**config.mk**
```make
export PLATFORM = sky130hd
export DESIGN_NAME = dcache_port_arbiter
export DESIGN_NICKNAME = d
export VERILOG_FILES = /design/src/rtl/dcache_port_arbiter.sv
export SDC_FILE = /design/constraint.sdc
export NUM_CORES = 1
export LEC_CHECK = 0
export ABC_AREA = 1
export CAP_MARGIN = 15
export CORE_MARGIN = 1.5
export CORE_UTILIZATION = 50
export DETAILED_ROUTE_END_ITERATION = 8
export DONT_BUFFER_PORTS = 1
export HOLD_SLACK_MARGIN = 0.1
export SLEW_MARGIN = 20
export SYNTH_ARGS = -nofsm -noshare
export SYNTH_HDL_FRONTEND = slang
export SYNTH_SLANG_ARGS = --single-unit
```
**constraint.sdc**
```tcl
create_clock -name CLK -period 1.5 [get_ports CLK]
set_input_delay 0.15 -clock CLK [delete_from_list [all_inputs] [get_ports CLK]]
set_output_delay 0.15 -clock CLK [all_outputs]
set_load 0.01 [all_outputs]
```
**src/rtl/dcache_port_arbiter.sv**
```systemverilog
// rtl/dcache_port_arbiter.sv - L1-D cache port arbiter between speculative loads and store-buffer drain
module dcache_port_arbiter #(
    parameter int STARVE_LIMIT = 4,
    parameter int CNT_W        = 3
) (
    input  logic        CLK,
    input  logic        RST,
    input  logic        flush,
    input  logic        ld_req,
    input  logic [15:0] ld_addr,
    output logic        ld_gnt,
    output logic        ld_data_valid,
    output logic [15:0] ld_data,
    input  logic        sb_head_valid,
    input  logic [15:0] sb_head_addr,
    input  logic [15:0] sb_head_data,
    input  logic        sb_full,
    output logic        sb_pop_head,
    output logic        dc_req,
    output logic        dc_we,
    output logic [15:0] dc_addr,
    output logic [15:0] dc_wdata,
    input  logic        dc_ready,
    input  logic        dc_done,
    input  logic [15:0] dc_rdata
);

    typedef enum logic [2:0] {
        IDLE    = 3'd0,
        LD_REQ  = 3'd1,
        LD_WAIT = 3'd2,
        ST_REQ  = 3'd3,
        ST_WAIT = 3'd4
    } state_t;

    localparam logic [CNT_W-1:0] LIMIT   = CNT_W'(STARVE_LIMIT);
    localparam logic [CNT_W-1:0] CNT_MAX = '1;

    state_t             state_q;
    logic [CNT_W-1:0]   starve_cnt_q;
    logic [CNT_W-1:0]   starve_cnt_d;
    logic               kill_q;
    logic               dc_req_q;
    logic               dc_we_q;
    logic [15:0]        dc_addr_q;
    logic [15:0]        dc_wdata_q;
    logic [15:0]        ld_data_q;
    logic               ld_data_valid_q;

    logic               store_pri;
    logic               st_gnt;
    logic               ld_gnt_w;
    logic               sb_pop_w;

    // Arbitration in IDLE, store pop strobe, and the starvation counter's next value
    always_comb begin
        store_pri = sb_head_valid && ((starve_cnt_q >= LIMIT) || sb_full || !ld_req);
        st_gnt    = !RST && (state_q == IDLE) && store_pri;
        ld_gnt_w  = !RST && (state_q == IDLE) && !store_pri && ld_req && !flush;
        sb_pop_w  = !RST && (state_q == ST_WAIT) && dc_done;

        starve_cnt_d = starve_cnt_q;
        if (!sb_head_valid || st_gnt) begin
            starve_cnt_d = '0;
        end else if (ld_gnt_w && (starve_cnt_q != CNT_MAX)) begin
            starve_cnt_d = starve_cnt_q + CNT_W'(1);
        end
    end

    // Port FSM: one outstanding transaction, registered cache-side and load-result outputs
    always_ff @(posedge CLK) begin
        if (RST) begin
            state_q         <= IDLE;
            starve_cnt_q    <= '0;
            kill_q          <= 1'b0;
            dc_req_q        <= 1'b0;
            dc_we_q         <= 1'b0;
            dc_addr_q       <= 16'h0;
            dc_wdata_q      <= 16'h0;
            ld_data_q       <= 16'h0;
            ld_data_valid_q <= 1'b0;
        end else begin
            ld_data_valid_q <= 1'b0;
            starve_cnt_q    <= starve_cnt_d;
            case (state_q)
                IDLE: begin
                    kill_q <= 1'b0;
                    if (st_gnt) begin
                        state_q    <= ST_REQ;
                        dc_req_q   <= 1'b1;
                        dc_we_q    <= 1'b1;
                        dc_addr_q  <= sb_head_addr;
                        dc_wdata_q <= sb_head_data;
                    end else if (ld_gnt_w) begin
                        state_q   <= LD_REQ;
                        dc_req_q  <= 1'b1;
                        dc_we_q   <= 1'b0;
                        dc_addr_q <= ld_addr;
                    end
                end
                LD_REQ: begin
                    // The request stays up even when squashed; only the result is dropped
                    if (flush) begin
                        kill_q <= 1'b1;
                    end
                    if (dc_ready) begin
                        state_q  <= LD_WAIT;
                        dc_req_q <= 1'b0;
                    end
                end
                LD_WAIT: begin
                    if (dc_done) begin
                        state_q <= IDLE;
                        kill_q  <= 1'b0;
                        if (!(kill_q || flush)) begin
                            ld_data_valid_q <= 1'b1;
                            ld_data_q       <= dc_rdata;
                        end
                    end else if (flush) begin
                        kill_q <= 1'b1;
                    end
                end
                ST_REQ: begin
                    if (dc_ready) begin
                        state_q  <= ST_WAIT;
                        dc_req_q <= 1'b0;
                        dc_we_q  <= 1'b0;
                    end
                end
                ST_WAIT: begin
                    if (dc_done) begin
                        state_q <= IDLE;
                    end
                end
                default: begin
                    state_q <= IDLE;
                end
            endcase
        end
    end

    assign ld_gnt        = ld_gnt_w;
    assign sb_pop_head   = sb_pop_w;
    assign ld_data_valid = ld_data_valid_q;
    assign ld_data       = ld_data_q;
    assign dc_req        = dc_req_q;
    assign dc_we         = dc_we_q;
    assign dc_addr       = dc_addr_q;
    assign dc_wdata      = dc_wdata_q;

endmodule

```
# == Word-level counts from Yosys, hierarchy flattened ==
# Cells that the tools add are included.
# word_totals
ff_bits,58
input_bits,72
# classes
n_addsub,1
order_cmp,1
eq_ne,10
mux,19
bitwise_logic,3
n_reduce_logical,33
# op_table
op,count
two-way mux 16 bit,2
two-way mux 3 bit,5
one-hot mux 3 bit (4 select lines),1
logical AND 1 bit,9
AND reduction 3 bit,3
two-way mux 1 bit,8
equality test 3 x 2 -> 1 bit (second input constant),2
!= test 3 bit (second input constant),2
nonzero test 2 bit,3
OR reduction 2 bit,3
zero test 1 bit,5
logical OR 1 bit,4
!= test 2 x 1 -> 1 bit (second input constant),2
!= test 2 bit (second input constant),2
one-hot mux 1 bit (2 select lines),2
AND reduction 2 bit,2
AND reduction 4 bit,1
adder 3 x 1 -> 3 bit (second input constant),1
equality test 3 x 1 -> 1 bit (second input constant),1
equality test 3 bit (second input constant),1
greater-or-equal comparator 3 bit (second input constant),1
zero test 3 bit,1
NOT 1 bit,3
one-hot mux 1 bit (3 select lines),1
2 further kinds,2

# == Depth between registers and ports, before layout ==
# Gate-level depths: netlist (run 1).
# logic_depth
depth_word,11
depth_mapped,11

# == Worst setup path before layout (run 1) ==
# No wires, ideal clock.
# synth_timing
kind,reg-to-reg
from,register state_q[1]
to,"register dc_addr_q[10], in the netlist dc_addr[10]"
setup_ns,0.117
t_arrival_ns,1.220
required_time_ns,1.383
slack_ns,0.163
stages_incl_launch_ff,10
path_cell_list,dfxtp_1 > nor2_2 > nand2_2 > nor2_4 > nand2_4 > nand2_4 > inv_2 > buf_6 > nor2_1 > nor2_1
# synth_via
elab_chain_len,7
# synth_lines
element,line_no,text
start: declaration,39,state_t state_q;
start signal: assignment,73,state_q <= IDLE;
start signal: assignment,89,state_q <= ST_REQ;
start signal: assignment,95,state_q <= LD_REQ;
zero test 3 bit *,"58, 59, 85",
logical AND 1 bit,"58, 59",
logical AND 1 bit (3 in series),59,ld_gnt_w = !RST && (state_q == IDLE) && !store_pri && ld_req && !flush;
nonzero test 2 bit (no line),-,
AND reduction 2 bit (no line),-,
end signal: assignment,92,dc_addr_q <= sb_head_addr;
end signal: assignment,98,dc_addr_q <= ld_addr;
end: declaration,45,logic [15:0] dc_addr_q;
# Mark *: on every way between the ends. The rest lies on a longest branch, timed or not.
# A chain may end at the register's enable or synchronous reset.

# == Worst setup path in the final report (run 1) ==
# layout_timing
from,register state_q[0]
to,output port ld_gnt
# layout_via
elab_chain_len,5
# layout_lines
element,line_no,text
zero test 3 bit,59,
logical AND 1 bit (4 in series),59,
end: declaration,11,"output logic ld_gnt,"
# Every way passes these cells.

==> key figures, run 1 <==
Power
  – Lkg Pwr: 1.60 nW
  – PD cells: 1210 mW/mm^2
  – Maximum vdd drop: 0.000663 V

Worst setup path
  – WP data required: 1.35 ns
  – Endpoint class of the critical path: primary output
  – Critical Path Source Type: flip-flop
  – Critical path class: reg2out
  – Critical path's largest stage delay: 0.34 ns
  – Most used cell along the critical path: nor2_4
  – Worst path arrival time: 1.31 ns
  – CP Max Fanout: 5
  – Crit-path slowest cell: dfxtp_2
  – Crit-path cells: nor2_4 -> nand2_4 -> nor2_4 -> nand3_4 -> inv_2

Logic synthesis
  – Area of the mapped netlist: 0.00241 sq mm
  – Yosys warns: 0
  – Synth Flop Type: dfxtp_1
  – Top cells by area in the synthesized netlist: dfxtp_1, nand2_1, nor2_1, o21ai_0, nand3_1
  – Sequential-to-total area share from yosys stat: 0.482
  – Largest area contributor in the netlist: dfxtp_1
  – Register bit total from synthesis: 58
  – Post-Syn Instances: 338
  – Async set-reset flop share out of synthesis: 0
  – EDFF count, synth: 0
  – Synth cell types: 25
  – Post-Syn Area per Cell: 7.13 sq um
  – Most common cell in the netlist: nand2_1
  – Mapped Nets: 412
  – Yosys top cell area share: 0.482
  – Most frequent cells after synthesis: nand2_1, nor2_1, dfxtp_1

Global routing
  – Largest net degree at the start of global routing: 25
  – GRT overflow: 0
  – Initial antenna violation count: 0
  – Global Route Usage Sum: 0.233
  – First-pass GRT wire length: 9400 microns
  – Vias in the first global route: 2162

Placement
  – Placed Instances: 387
  – Area of placed instances: 0.00248 sq mm
  – Port bufs: 0
  – Routability Congestion: 0.747
  – Detailed placer's ending HPWL: 3690 microns
  – Setup Slack @ Placement: 0.0601 ns

Clock tree
  – Clock Sinks: 58
  – TritonCTS clock tree: yes
  – Clock transition at path regs: 0.06 ns
  – H-tree Lvls: 3
  – Clock Tree Buf Depth: 2
  – CTS buffer count: 9
  – Worst-Skew Late Latency: 0.33 ns
  – Clock root buffer: clkbuf_8

Detailed routing
  – Post-route ant nets: 0
  – Vias per cell: 5.05
  – First drt pass iteration count: 6
  – Via count: 2394
  – Total routed wirelength: 6300 microns
  – Total DRC errors in the routed layout: 0
  – Initial DRC count: 57
  – Routed wire length per instance: 13.3 microns

Die
  – Starting Density: 0.514
  – Die area: 0.00525 sq mm
  – Top Ports: 125
  – Num rows: 25
  – Die height: 72.4 microns
  – Core footprint: 0.00469 sq mm
  – Chip Width: 72.4 microns

STA
  – Hold_ws: 0.177 ns
  – Tcrit/Tclk final: 0.975
  – PnR worst setup slack: 0.0375 ns
  – Final setup fails: 0
  – Relative slew slack: 0.703
  – Final min period: 1.46 ns
  – Clk_skew: 0.00329 ns
  – Final-report max-slew violation count: 0
  – Final hold viol count: 0
  – Unrepaired setup endpoints after global routing: true
  – Tightest Pin Transition: 0.442 ns
  – Fmax: 0.684 GHz

Final layout
  – Inserted Diodes: 0
  – Post-Layout Inst Area: 0.00343 sq mm
  – Post-route insts no fill: 474
  – NumNets Final: 490
  – Layout cells sized above 1: 0.105
  – Layout area overhead: 42.5%

Hold path
  – Hold Path Class: in2reg

Flow run
  – MaxCap Viol Count: 0

Run status
  – Status: completed
-- sequential cells by signal, indices dropped and copies added (netlist names), 3 cells and up --
name / count
dc_addr: 16
dc_wdata: 16
ld_data: 16
starve_cnt_q: 3
state_q: 3
-- cells by family after synthesis --
kind of cell             Yosys count  synth area share
flip-flops                        58             0.482
adder cells (fa/ha/maj)            2            0.0104
AND/OR/NAND/NOR                  203             0.352
AO/OA/AOI/OAI                     43            0.0924
buffers and inverters             32            0.0639
-- layout by cell type (no fill, tap or decap), types with 2 or more instances in the layout --
| master | instances |
|---|---|
| buf_6 | 2 |
| dlygate4sd3_1 | 68 |
| buf_4 | 10 |
| nor3_1 | 2 |
| o211ai_1 | 2 |
| ha_1 | 2 |
| nand3_1 | 21 |
| nor2_4 | 2 |
| nand2_1 | 93 |
| a21oi_1 | 7 |
| nor2_2 | 2 |
| dfxtp_1 | 57 |
| nor2_1 | 76 |
| clkinv_2 | 2 |
| clkbuf_8 | 13 |
| inv_1 | 12 |
| nand2_4 | 2 |
| inv_2 | 2 |
| o21ai_0 | 32 |
-- power breakdown --
group	leakage [nW]	internal [mW]	switching (mW)
clock	0.101	0.765	0.585
combinational	1.03	0.405	0.457
sequential	0.474	1.73	0.200
-- cell type report --
| type | count | area [sq um] |
|---|---|---|
| clock buffer | 13 | 179 |
| clock inverter | 2 | 10.0 |
| fill | 375 | 1260 |
| inverter | 17 | 71.3 |
| multi-input combinational | 248 | 1120 |
| sequential | 58 | 1160 |
| tap | 54 | 67.6 |
| timing repair buffer | 82 | 823 |
-- what timing repair did --
| item | CTS | global route |
|---|---|---|
| gates resized for setup | 0 | 15 |
| hold buffers | 68 | 0 |
| setup buffers | 0 | 3 |
| endpoints found under the hold margin | 56 | 0 |
| endpoints found under the setup margin | 0 | 21 |
-- metrics by stage --
step,utilization,setup TNS (ns),power (mW)
finish,0.732,0,4.14
global route,0.732,-0.180,4.36
CTS,0.713,0,4.07
detailed placement,0.528,0,2.58
global placement,0.528,0,2.57
floorplan,-,0,2.43
-- metal layers --
metal  up-vias  GRT usage  wire (microns)
li1       1225          -               -
met5         -          0               0
met1      1060      0.254            2660
met2        95      0.397            3010
met4         0      0.132             128
met3        14     0.0764             511
-- path summary, 6_finish.rpt --
check	slack (ns)	end	start	cells after the start
setup / recovery	0.04	ld_gnt	state_q[0]	5
hold / removal	0.18	kill_q	flush	3
setup reg to reg	0.08	dc_addr[13]	state_q[0]	8
hold reg to reg	0.49	starve_cnt_q[0]	starve_cnt_q[0]	2
-- worst max-delay path, delay by kind of cell, from the launching register on --
| kind | cells | cell delay [ns] |
|---|---|---|
| buffers and inverters | 1 | 0.11 |
| flip-flops | 1 | 0.34 |
| AND/OR/NAND/NOR | 4 | 0.53 |
No activity file was read; power rests on OpenSTA's default activity.
==> inputs of run 2 (changes only) <==
- RECOVER_POWER: default -> 25
==> results of run 2 <==
No change in the layout: final DEF, timing and power equal those of run 1.
